**config.mk**
```make
export PLATFORM = sky130hd
export DESIGN_NAME = irq_dispatch_c432
export DESIGN_NICKNAME = d
export VERILOG_FILES = /design/src/rtl/irq_dispatch_c432_pkg.sv /design/src/rtl/irq_evt_fifo.sv /design/src/rtl/irq_dispatch_c432.sv
export SDC_FILE = /design/constraint.sdc
export NUM_CORES = 1
export LEC_CHECK = 0
export ABC_AREA = 1
export BUFFER_PORTS_ARGS = -buffer_cell sky130_fd_sc_hd__buf_2
export CORE_MARGIN = 3
export CORE_UTILIZATION = 40
export CTS_CLUSTER_SIZE = 30
export DETAILED_ROUTE_END_ITERATION = 10
export GPL_TIMING_DRIVEN = 0
export PLACE_DENSITY_LB_ADDON = 0.25
export SLEW_MARGIN = 20
export SYNTH_ARGS = -nofsm -noshare
export SYNTH_HDL_FRONTEND = slang
export SYNTH_SLANG_ARGS = --single-unit
```
**constraint.sdc**
```tcl
create_clock -name clk -period 3.5 [get_ports clk]
set_input_delay 0.35 -clock clk [delete_from_list [all_inputs] [get_ports clk]]
set_output_delay 0.35 -clock clk [all_outputs]
set_load 0.05 [all_outputs]
```
**src/rtl/irq_dispatch_c432_pkg.sv**
```systemverilog
// irq_dispatch_c432_pkg: shared bus encodings, event width and dispatcher state type
package irq_dispatch_c432_pkg;
  localparam logic [1:0] BUS_A = 2'd0;
  localparam logic [1:0] BUS_B = 2'd1;
  localparam logic [1:0] BUS_C = 2'd2;
  localparam int ENTRY_W = 6;
  typedef enum logic [1:0] {S_IDLE, S_PRESENT, S_SERVICE} state_t;
endpackage

```
**src/rtl/irq_evt_fifo.sv**
```systemverilog
// irq_evt_fifo: synchronous event FIFO with exact occupancy count
// ports: clk, rst_n, push/din write side, pop/dout read side (dout shows head),
//        count 0..DEPTH, full, empty; a push while full only lands if a pop frees a slot
module irq_evt_fifo #(
  parameter int DEPTH = 4,
  parameter int W = 6
) (
  input  logic                       clk,
  input  logic                       rst_n,
  input  logic                       push,
  input  logic                       pop,
  input  logic [W-1:0]               din,
  output logic [W-1:0]               dout,
  output logic [$clog2(DEPTH):0]     count,
  output logic                       full,
  output logic                       empty
);
  localparam int AW = $clog2(DEPTH);
  logic [W-1:0] mem [DEPTH];
  logic [AW-1:0] wr_ptr, rd_ptr;
  logic do_push, do_pop;
  assign full = count == (AW+1)'(DEPTH);
  assign empty = count == '0;
  assign do_pop = pop && !empty;
  assign do_push = push && (!full || do_pop);
  assign dout = mem[rd_ptr];
  always_ff @(posedge clk or negedge rst_n)
    if (!rst_n) begin
      wr_ptr <= '0;
      rd_ptr <= '0;
      count <= '0;
    end else begin
      wr_ptr <= wr_ptr + AW'(do_push);
      rd_ptr <= rd_ptr + AW'(do_pop);
      count <= count + (AW+1)'(do_push) - (AW+1)'(do_pop);
    end
  always_ff @(posedge clk)
    if (do_push) mem[wr_ptr] <= din;
endmodule

```
**src/rtl/irq_dispatch_c432.sv**
```systemverilog
// irq_dispatch_c432: turns priority grants into queued host interrupt events with EOI tracking
// ports: clk, rst_n; pa_in/pb_in/pc_in/chan_in grant input; irq_valid/irq_ready/irq_bus/irq_chan
//        host handshake; eoi, in_service; fifo_count; sticky overflow/timeout_err/multi_err,
//        cleared by clr_status
module irq_dispatch_c432
  import irq_dispatch_c432_pkg::*;
#(
  parameter int DEPTH = 4,
  parameter int TIMEOUT = 255,
  parameter int CNT_W = 8
) (
  input  logic                   clk,
  input  logic                   rst_n,
  input  logic                   pa_in,
  input  logic                   pb_in,
  input  logic                   pc_in,
  input  logic [3:0]             chan_in,
  output logic                   irq_valid,
  input  logic                   irq_ready,
  output logic [1:0]             irq_bus,
  output logic [3:0]             irq_chan,
  input  logic                   eoi,
  output logic                   in_service,
  output logic [$clog2(DEPTH):0] fifo_count,
  output logic                   overflow,
  output logic                   timeout_err,
  output logic                   multi_err,
  input  logic                   clr_status
);
  localparam logic [CNT_W-1:0] TO_LAST = CNT_W'(TIMEOUT > 0 ? TIMEOUT - 1 : 0);
  state_t state, state_n;
  logic gv, push_req, pop, accept, done, tmo, full, empty, multi;
  logic [1:0] bus;
  logic [6:0] word, last_word;
  logic [ENTRY_W-1:0] head;
  logic [CNT_W-1:0] cnt;
  assign gv = pa_in | pb_in | pc_in;
  assign bus = pa_in ? BUS_A : pb_in ? BUS_B : BUS_C;
  assign multi = (pa_in & pb_in) | (pa_in & pc_in) | (pb_in & pc_in);
  assign word = {gv, bus, chan_in};
  // a held grant pushes once; a gap or any change of bus/channel re-arms it
  assign push_req = gv && word != last_word;
  irq_evt_fifo #(.DEPTH(DEPTH), .W(ENTRY_W)) u_fifo (
    .clk(clk), .rst_n(rst_n), .push(push_req), .pop(pop), .din(word[5:0]), .dout(head),
    .count(fifo_count), .full(full), .empty(empty)
  );
  always_comb begin
    state_n = state;
    pop = 1'b0;
    accept = 1'b0;
    done = 1'b0;
    tmo = 1'b0;
    case (state)
      S_IDLE: if (!empty) begin
        pop = 1'b1;
        state_n = S_PRESENT;
      end
      S_PRESENT: if (irq_ready) begin
        accept = 1'b1;
        state_n = S_SERVICE;
      end
      S_SERVICE: if (eoi) begin
        done = 1'b1;
        state_n = S_IDLE;
      end else if (TIMEOUT != 0 && cnt == TO_LAST) begin
        tmo = 1'b1;
        done = 1'b1;
        state_n = S_IDLE;
      end
      default: state_n = S_IDLE;
    endcase
  end
  always_ff @(posedge clk or negedge rst_n)
    if (!rst_n) state <= S_IDLE;
    else state <= state_n;
  always_ff @(posedge clk or negedge rst_n)
    if (!rst_n) begin
      last_word <= '0;
      irq_valid <= 1'b0;
      irq_bus <= '0;
      irq_chan <= '0;
      in_service <= 1'b0;
      cnt <= '0;
      overflow <= 1'b0;
      timeout_err <= 1'b0;
      multi_err <= 1'b0;
    end else begin
      last_word <= word;
      if (pop) {irq_bus, irq_chan} <= head;
      irq_valid <= pop | (irq_valid & ~accept);
      in_service <= accept | (in_service & ~done);
      cnt <= accept ? '0 : state == S_SERVICE ? cnt + 1'b1 : cnt;
      overflow <= (push_req & full & ~pop) | (overflow & ~clr_status);
      timeout_err <= tmo | (timeout_err & ~clr_status);
      multi_err <= multi | (multi_err & ~clr_status);
    end
endmodule

```
==> results.json, run 1 <==
{
  "grt_pass1_vias": 1583,
  "synth_xor_area_share_pct": 1.387,
  "yosys.area_share.adder_pct": 3.764,
  "cts_made_buffers": 9,
  "power_leakage_nw": 1.350,
  "powerDensity_mw_per_mm2": 903.5,
  "start_util_pct": 41.92,
  "skew_ns": 0.008243,
  "areaGrowthSynthToFinish_pct": 16.44,
  "ys_seq_elements": 59,
  "crit_type": "flip-flop to flip-flop",
  "grt_max_degree": 36,
  "fmax_ghz": 0.4622,
  "maxSlewViolCount": 0,
  "crit_family": "adder cells",
  "fin_crit_sh_pct": 61.82,
  "hpwl_um": 3100,
  "synth.avg_cell_area_um2": 10.15,
  "die_x_um": 85.47,
  "routabilityCongestion": 0.7597,
  "cts_sinks": 59,
  "via_per_inst": 4.564,
  "cts_hold_buf": 0,
  "layout-drive-gt1-share_pct": 17.24,
  "setup_viol_count_final": 0,
  "ctsResizeCount": 0,
  "critical_path.max_stage_delay_ns": 0.40,
  "num_io_pins": 26,
  "start_kind": "flip-flop",
  "crit_required_ns": 3.75,
  "final_area_mm2": 0.002942,
  "cts_setup_buffers": 0,
  "dieArea_mm2": 0.007305,
  "num_vias": 1666,
  "synthSimpleGateAreaFrac_pct": 17.14,
  "wl_um": 4302,
  "hold_viol": 0,
  "cp_num_buf_inv": 3,
  "yosysSeqAreaShare_pct": 63.20,
  "clk_pin_slew_ns": 0.06,
  "fin_crit_ns": 2.164,
  "ir_worst_vdd_v": 0.0005158,
  "core_mm2": 0.006026,
  "critPathArrivalTime_ns": 2.41,
  "drv_cap": 0,
  "insertion_delay_ns": 0.33,
  "synth.cell_area_mm2": 0.002526,
  "tns_ns": 0,
  "htreeDepth": 3,
  "power_mw": 2.658,
  "synth_nets": 268,
  "crit_path_end_kind": "flip-flop",
  "hold_path_class": "primary input to asynchronous set/reset pin",
  "finalNonFillerCells": 365,
  "antenna_cells": 0,
  "synth-compound-area-share_pct": 7.628,
  "regArea_mm2": 0.001597,
  "crit_path_top_delay_cell": "dfrtp_1",
  "nets": 304,
  "dpl_cell_area_mm2": 0.002745,
  "nFillCells": 568,
  "placementRows": 28,
  "clockBufferDepth": 2,
  "grt_pass1_wl_um": 7341,
  "cts-root-buf": "clkbuf_8",
  "port_buffers": 25,
  "dpl.cell_count": 349,
  "synth_top_family_by_area": "simple AND/OR/NAND/NOR gates",
  "rsz0062_at_grt": "false",
  "firstDrtPassIters": 4,
  "track_usage_pct": 13.14,
  "antenna_left": 0,
  "synth_warnings": 0,
  "crit_fanout": 11,
  "ys_types": 28,
  "drc": 0,
  "overflow": 0,
  "dp_slack_ns": 1.318,
  "worstMarginPinSlew_ns": 0.7715,
  "antenna_found_initial": 0,
  "multi_input_area_um2": 765.7,
  "synth_cells": 249,
  "cts_tree": "done",
  "crit_chain": "inv_1, a31oi_4, buf_6, ha_1, inv_1, ha_1, fa_1, xnor2_1, xor2_1",
  "wl_per_cell_um": 11.79,
  "dr.first_iter.drc_count": 92,
  "worst_slack_ns": 1.336,
  "max_slew_margin_pct": 48.56,
  "status": "finished clean",
  "die_h_um": 85.47,
  "synth.area.mux_share_pct": 0.3962
}
==> cells in the mapped netlist <==
library cell / instances / share of area, %
a21oi_1: 3 / 0.59
o211ai_1: 1 / 0.30
buf_6: 1 / 0.45
inv_2: 3 / 0.45
o22ai_1: 1 / 0.25
or2_2: 1 / 0.25
buf_2: 2 / 0.40
fa_1: 1 / 0.79
a31oi_1: 6 / 1.5
nand2_1: 41 / 6.1
xor2_1: 3 / 1.0
nor2_1: 49 / 7.3
nand3_1: 6 / 1.2
a31oi_4: 1 / 0.84
nand4_1: 2 / 0.50
xnor2_1: 1 / 0.35
nor2_2: 2 / 0.50
dfrtp_1: 35 / 35
ha_1: 6 / 3.0
nand2_2: 1 / 0.25
edfxtp_1: 24 / 29
nand3_2: 2 / 0.79
nand3b_1: 1 / 0.30
clkbuf_1: 1 / 0.15
o31ai_1: 2 / 0.59
mux2i_1: 1 / 0.40
o21ai_0: 18 / 3.6
inv_1: 34 / 5.1
==> cell families (layout without fill, tap and decap cells) <==
kind of cell / Yosys count / count (layout)
fa+ha+maj: 7 / 7
compound gates: 32 / 32
mux: 1 / 1
simple gates: 105 / 105
flops: 59 / 59
buf+inv: 41 / 82
xor+xnor: 4 / 4
==> worst paths after layout <==
| path | start | endpoint | cells past startpoint | slack [ns] |
|---|---|---|---|---|
| max | u_fifo.count[1]$_DFF_PN0_ | u_fifo.count[2]$_DFF_PN0_ | 9 | 1.34 |
| min | rst_n | u_fifo.count[1]$_DFF_PN0_ | 1 | 0.1 |
| max reg2reg | u_fifo.count[1]$_DFF_PN0_ | u_fifo.count[2]$_DFF_PN0_ | 9 | 1.34 |
| min reg2reg | irq_valid$_DFF_PN0_ | irq_valid$_DFF_PN0_ | 2 | 0.48 |
| max in group asynchronous | rst_n | last_word[6]$_DFF_PN0_ | 1 | 2.91 |
| min in group clk | chan_in[2] | last_word[2]$_DFF_PN0_ | 1 | 0.21 |
==> layout by cell type, fill, tap and decap left out, types with 2 or more instances in the layout <==
| cell | count |
|---|---|
| clkbuf_1 | 3 |
| o31ai_1 | 2 |
| nand2_1 | 41 |
| xor2_1 | 3 |
| a21oi_1 | 3 |
| edfxtp_1 | 24 |
| nand3_1 | 6 |
| a31oi_1 | 6 |
| clkbuf_8 | 11 |
| inv_1 | 34 |
| ha_1 | 6 |
| nand4_1 | 2 |
| nand3_2 | 2 |
| dfrtp_1 | 35 |
| clkinv_1 | 2 |
| inv_2 | 3 |
| buf_2 | 27 |
| nor2_1 | 49 |
| o21ai_0 | 18 |
| nor2_2 | 2 |
==> per-stage QoR <==
stage / hold slack [ns] / utilization (%)
after floorplan: 0.05441 / -
after global placement: 0.4619 / 45.56
after detailed placement: 0.4648 / 45.56
after CTS: 0.1169 / 48.82
after global routing: 0.1653 / 48.82
final: 0.09793 / 48.82
==> per-layer routing <==
layer | GRT usage, % | share of wire, % | up-vias
met2 | 19.42 | 45 | 23
met1 | 17.14 | 49 | 764
met5 | 0 | 0 | -
met3 | 4.078 | 4.3 | 7
li1 | - | - | 872
met4 | 7.338 | 1.3 | 0
==> flip-flops by register name, summed over array words and instances, names as in the netlist <==
name and flops:
state 2, u_fifo.rd_ptr 2, last_word 7, u_fifo.wr_ptr 2
in_service 1, u_fifo.count 3, u_fifo.mem 24, multi_err 1
irq_valid 1, timeout_err 1, overflow 1, irq_chan 4
irq_bus 2, cnt 8
==> worst register-to-register path, stage by stage (launching register included) <==
cell and delay [ns]:
dfrtp_1 0.40, inv_1 0.16, a31oi_4 0.14, buf_6 0.17, ha_1 0.27, inv_1 0.04, ha_1 0.20, fa_1 0.38
xnor2_1 0.17, xor2_1 0.17
==> where the power goes <==
part	total (mW)	internal, mW	switching, mW	leakage (nW)
registers	1.06	0.958	0.105	0.648
logic	0.982	0.294	0.688	0.603
clock network	0.612	0.364	0.248	0.0987
total	2.66	1.62	1.04	1.35
==> area by class of cell <==
type                       count  area share (%)
sequential                    59           54.27
multi-input combinational    149           26.03
clock buffer                  13           5.402
inverter                      37           4.721
timing repair buffer          25           4.254
tap                           75           3.190
clock inverter                 3           1.276
buffer                         4          0.8507
(Power assumes the default switching activity.)
==> run 2: changes to the inputs <==
==> constraint.sdc (replaced) <==
create_clock -name clk -period 1.75 [get_ports clk]
set_input_delay 0.175 -clock clk [delete_from_list [all_inputs] [get_ports clk]]
set_output_delay 0.175 -clock clk [all_outputs]
set_load 0.05 [all_outputs]
==> run 2 against run 1 <==
  * The flow now finishes with violations (negative setup slack)
  * Power grew 110%
  * Global-route usage is essentially flat
  * Critical path depth stayed put
  * Clock power increased by 72%
  * First-iteration DRC count shrank 8.7%
  * Final area rose by 4.8%
  * Via count grew 2.2%
  * Highest routed layer unchanged
  * Core utilization is 2.3 points higher
  * Routed wire length rose by 0.53%
==> results.json, run 2 (same netlist as run 1, synthesis figures left out) <==
{
  "die_x_um": 85.47,
  "start_util_pct": 41.92,
  "crit_start": "u_fifo.count[2]$_DFF_PN0_",
  "fin_util_pct": 51.16,
  "drv_cap": 0,
  "clockBufferDepth": 2,
  "cts_sinks": 59,
  "crit_type": "flip-flop to flip-flop",
  "final_cell_mix": "nor2_1, nand2_1, dfrtp_1, inv_1, buf_2",
  "cts_made_buffers": 9,
  "routabilityCongestion": 0.7449,
  "die_h_um": 85.47,
  "crit_required_ns": 1.97,
  "largest_reg_flops": 24,
  "cts-root-buf": "clkbuf_8",
  "core_mm2": 0.006026,
  "insertion_delay_ns": 0.33,
  "layout-drive-gt1-share_pct": 27.48,
  "crit_path_end_kind": "flip-flop",
  "final_area_mm2": 0.003083,
  "hpwl_um": 3084,
  "powerDensity_mw_per_mm2": 1789,
  "power_leakage_nw": 1.403,
  "fin_crit_sh_pct": 107.2,
  "crit_chain": "inv_2, a31oi_4, buf_6, ha_4, inv_2, ha_4, fa_2, xnor2_2, xor2_1",
  "top_register": "u_fifo.mem",
  "dpl_cell_area_mm2": 0.002786,
  "placementRows": 28,
  "firstDrtPassIters": 4,
  "cts_tree": "done",
  "antenna_cells": 0,
  "critPathArrivalTime_ns": 2.10,
  "wl_um": 4325,
  "wl_per_cell_um": 11.47,
  "ir_worst_vdd_v": 0.0007512,
  "maxSlewViolCount": 0,
  "port_buffers": 25,
  "dr.first_iter.drc_count": 84,
  "antenna_found_initial": 0,
  "finalNonFillerCells": 377,
  "via_per_inst": 4.517,
  "hp-start": "chan_in[2]",
  "worstMarginPinSlew_ns": 0.7825,
  "worst_slack_ns": -0.1264,
  "dieArea_mm2": 0.007305,
  "overflow": 0,
  "cp_num_buf_inv": 3,
  "nets": 316,
  "antenna_left": 0,
  "top_regs": "u_fifo.mem x24, cnt x8, last_word x7",
  "crit_fanout": 3,
  "critical_path.max_stage_delay_ns": 0.43,
  "rsz0062_at_grt": "true",
  "hold_viol": 0,
  "status": "finished, violations left",
  "track_usage_pct": 13.14,
  "fmax_ghz": 0.5329,
  "grt_pass1_wl_um": 7120,
  "max_slew_margin_pct": 47.83,
  "timing.rr.start": "u_fifo.count[2]$_DFF_PN0_",
  "num_io_pins": 26,
  "nFillCells": 549,
  "drc": 0,
  "crit_family": "adder cells",
  "mostFrequentLayoutCell": "nor2_1",
  "dp_slack_ns": -0.3072,
  "dpl.cell_count": 349,
  "power_mw": 5.516,
  "crit_path_top_delay_cell": "dfrtp_2",
  "setup_viol_count_final": 1,
  "htreeDepth": 3,
  "violations": "negative setup slack",
  "start_kind": "flip-flop",
  "areaGrowthSynthToFinish_pct": 22.04,
  "clk_pin_slew_ns": 0.07,
  "skew_ns": 0.008482,
  "hold_ws_ns": 0.02841,
  "num_vias": 1703,
  "grt_pass1_vias": 1551,
  "hold_path_class": "primary input to flip-flop",
  "grt_max_degree": 36,
  "fin_crit_ns": 1.876,
  "tns_ns": -0.1264,
  "ff2ff_setup_slack_ns": -0.13
}
-- run 2: cell count changes in the layout (fill, tap and decap cells not counted), sizes merged --
cell and change:
dlygate4sd3 +1, clkinv +3, clkinvlp +1, bufinv -1
buf +11, clkbuf -3
-- run 2: cell type report --
type | count | area [µm²] | share of cell area (%)
Sequential cell | 59 | 1600 | 51.91
Multi-Input combinational cell | 149 | 830.8 | 26.95
Timing Repair Buffer | 37 | 217.7 | 7.062
Inverter | 37 | 146.4 | 4.748
Clock buffer | 10 | 137.6 | 4.464
Tap cell | 75 | 93.84 | 3.044
Clock inverter | 6 | 31.28 | 1.015
Buffer | 4 | 25.02 | 0.8117
-- run 2: final timing paths --
kind,end,cells after the start
hold / removal,last_word[2]$_DFF_PN0_,1
setup / recovery,u_fifo.count[2]$_DFF_PN0_,9
hold reg to reg,irq_valid$_DFF_PN0_,2
min in group asynchronous,u_fifo.count[1]$_DFF_PN0_,2
setup reg to reg,u_fifo.count[2]$_DFF_PN0_,9
max in group asynchronous,u_fifo.count[0]$_DFF_PN0_,2
-- run 2: what timing repair did --
item / 4_1_cts / 5_1_grt
setup buffers: 8 / 3
pin swaps: 2 / 2
resized for setup: 2 / 11
endpoints found under the hold margin: 35 / 0
hold buffers: 1 / 0
setup endpoints to repair: 2 / 26
-- run 2: power breakdown --
group / total, mW / switching, mW / internal, mW
clock: 1.05 / 0.511 / 0.536
combinational: 2.34 / 1.50 / 0.840
sequential: 2.13 / 0.207 / 1.92
total: 5.52 / 2.22 / 3.30
-- run 2: layer usage --
metal  GRT usage [%]  vias to the layer above  part of all wire (%)
li1                -                      896                     -
met1           16.94                      771                    50
met2           18.57                       27                    43
met3           5.146                        9                   4.3
met4           7.914                        0                   2.3
met5               0                        -                     0
==> run 3: changes to the inputs <==
--- a/config.mk
+++ b/config.mk
@@ -7,10 +7,11 @@
 export LEC_CHECK = 0
 export ABC_AREA = 1
 export BUFFER_PORTS_ARGS = -buffer_cell sky130_fd_sc_hd__buf_2
-export CORE_MARGIN = 3
+export CORE_MARGIN = 8
 export CORE_UTILIZATION = 40
 export CTS_CLUSTER_SIZE = 30
 export DETAILED_ROUTE_END_ITERATION = 10
+export GPL_ROUTABILITY_DRIVEN = 0
 export GPL_TIMING_DRIVEN = 0
 export PLACE_DENSITY_LB_ADDON = 0.25
 export SLEW_MARGIN = 20
==> constraint.sdc (replaced) <==
create_clock -name clk -period 1.75 [get_ports clk]
set_input_delay 0.0875 -clock clk [delete_from_list [all_inputs] [get_ports clk]]
set_output_delay 0.0875 -clock clk [all_outputs]
set_load 0.05 [all_outputs]
==> run 3 against run 2 <==
  * The run still ends with negative setup slack left
  * Fmax shrank 1.1%
  * Largest power group unchanged
  * Combinational power grew 2%
  * Highest routed layer unchanged
  * First-iteration DRC count grew 26%
==> results.json, run 3 (same netlist as run 1, synthesis figures left out) <==
{
  "hpwl_um": 3232,
  "antenna_left": 0,
  "power.switching_mw": 2.230,
  "drc": 0,
  "p_clk_share_pct": 21.4,
  "crit_start": "u_fifo.count[0]$_DFF_PN0_",
  "crit_fanout": 3,
  "powerDensity_mw_per_mm2": 1804,
  "largest_reg_flops": 24,
  "cts_sinks": 59,
  "nets": 325,
  "ir_worst_vdd_v": 0.0008787,
  "grt_pass1_vias": 1788,
  "fin_crit_sh_pct": 108.4,
  "mostFrequentLayoutCell": "nor2_1",
  "power_mw": 5.754,
  "core_mm2": 0.006241,
  "hold_viol": 0,
  "switching_share_pct": 38.76,
  "p_int_mw": 3.524,
  "cts-root-buf": "clkbuf_8",
  "wl_per_cell_um": 12.13,
  "tns_ns": -0.1465,
  "dieArea_mm2": 0.009115,
  "skew_ns": 0.009818,
  "critPathArrivalTime_ns": 2.10,
  "via_per_inst": 4.513,
  "dp_slack_ns": -0.3134,
  "antenna_cells": 0,
  "final_cell_mix": "nor2_1, nand2_1, dfrtp_1, inv_1, buf_2",
  "clockBufferDepth": 2,
  "worstMarginPinSlew_ns": 0.8053,
  "hp-start": "chan_in[2]",
  "num_io_pins": 26,
  "top_regs": "u_fifo.mem x24, cnt x8, last_word x7",
  "overflow": 0,
  "cts_tree": "done",
  "fin_crit_ns": 1.897,
  "status": "finished, violations left",
  "layout-drive-gt1-share_pct": 24.76,
  "firstDrtPassIters": 4,
  "regArea_mm2": 0.001600,
  "setup_viol_count_final": 1,
  "track_usage_pct": 11.99,
  "grt_pass1_wl_um": 8224,
  "ff2ff_setup_slack_ns": -0.15,
  "drv_cap": 0,
  "rr_worst_depth": 9,
  "start_kind": "flip-flop",
  "max_slew_margin_pct": 46.31,
  "dr.first_iter.drc_count": 106,
  "die_x_um": 95.47,
  "violations": "negative setup slack",
  "crit_type": "flip-flop to flip-flop",
  "start_util_pct": 40.48,
  "seq_power_share_pct": 37.0,
  "maxSlewViolCount": 0,
  "fmax_ghz": 0.5273,
  "top_register": "u_fifo.mem",
  "num_vias": 1751,
  "cts_made_buffers": 9,
  "nFillCells": 563,
  "areaGrowthSynthToFinish_pct": 26.25,
  "crit_required_ns": 1.96,
  "timing.rr.start": "u_fifo.count[0]$_DFF_PN0_",
  "die_h_um": 95.47,
  "htreeDepth": 3,
  "hold_ws_ns": 0.01366,
  "endpoint": "u_fifo.count[2]$_DFF_PN0_",
  "wl_um": 4707,
  "power_leakage_nw": 1.450,
  "port_buffers": 25,
  "antenna_found_initial": 0,
  "grt_max_degree": 36,
  "power_frac_comb_pct": 41.6,
  "multi_input_area_um2": 820.8,
  "placementRows": 29,
  "r2r-end": "u_fifo.count[2]$_DFF_PN0_",
  "hold_path_class": "primary input to flip-flop",
  "worst_slack_ns": -0.1465,
  "insertion_delay_ns": 0.33,
  "rsz0062_at_grt": "true",
  "clk_pin_slew_ns": 0.07,
  "crit_path_end_kind": "flip-flop"
}
==> run 3: cell count changes in the layout (fill, tap and decap cells not counted), sizes merged <==
cell	change
buf	+1
bufinv	+1
clkbuf	+3
clkinv	-3
clkinvlp	-1
dlygate4sd3	+8
==> run 3: per-layer routing <==
layer  part of all wire, %  vias to the layer above  global-route usage, %
met2                    45                       29                  18.07
met5                     0                        -                      0
met3                   5.0                        9                  3.858
met4                   2.3                        0                  7.298
met1                    48                      793                  14.70
li1                      -                      920                      -
==> run 3: worst max-delay path, cell delays in order, from the launching register on <==
cell	delay, ns
dfrtp_2	0.42
inv_4	0.08
a31oi_4	0.09
buf_6	0.13
ha_4	0.25
inv_2	0.03
ha_4	0.15
fa_2	0.34
xnor2_2	0.14
xor2_1	0.13
==> run 3: layout make-up <==
type                            instances  share of cell area, %
Buffer                                  4                 0.7846
Clock buffer                           13                  4.982
Clock inverter                          3                  1.216
Inverter                               37                  4.512
Multi-Input combinational cell        149                  25.74
Sequential cell                        59                  50.18
Tap cell                               77                  3.021
Timing Repair Buffer                   46                  9.572
==> run 3: power groups by stage <==
| stage | sequential [mW] | combinational, mW | clock (mW) |
|---|---|---|---|
| after floorplan | 2.60 | 1.20 | 0 |
| after global placement | 2.16 | 2.07 | 0 |
| after detailed placement | 2.18 | 2.12 | 0 |
| after CTS | 2.13 | 2.34 | 1.25 |
| after global routing | 2.18 | 2.70 | 1.31 |
| final | 2.13 | 2.39 | 1.23 |
==> run 3: worst min path at each step <==
stage                                             to  slack (ns)  cells past startpoint
after global routing      u_fifo.mem[1][2]$_DFFE_PP_       0.009                      1
after detailed placement      last_word[0]$_DFF_PN0_        0.24                      1
after floorplan                   cnt[0]$_DFFE_PN0P_       -0.21                      0
after CTS                 u_fifo.mem[1][2]$_DFFE_PP_       0.002                      1
final                     u_fifo.mem[1][2]$_DFFE_PP_        0.01                      1
after global placement        last_word[0]$_DFF_PN0_        0.24                      1
==> run 3: timing repair <==
item / 4_1_cts / 5_1_grt
buffers inserted: 9 / 3
hold endpoints to repair: 42 / 0
pin swaps: 3 / 2
hold buffers: 9 / 0
setup endpoints to repair: 2 / 26
gates resized for setup: 2 / 6
cloned: 0 / 0
==> run 3: through the flow <==
stage               area, µm²  util [%]  std cells
floorplan                2567         -        249
global placement         2789     44.69        351
detailed placement       2789     44.69        351
CTS                      3152     50.50        385
global route             3189     51.10        388
finish                   3189     51.10        388
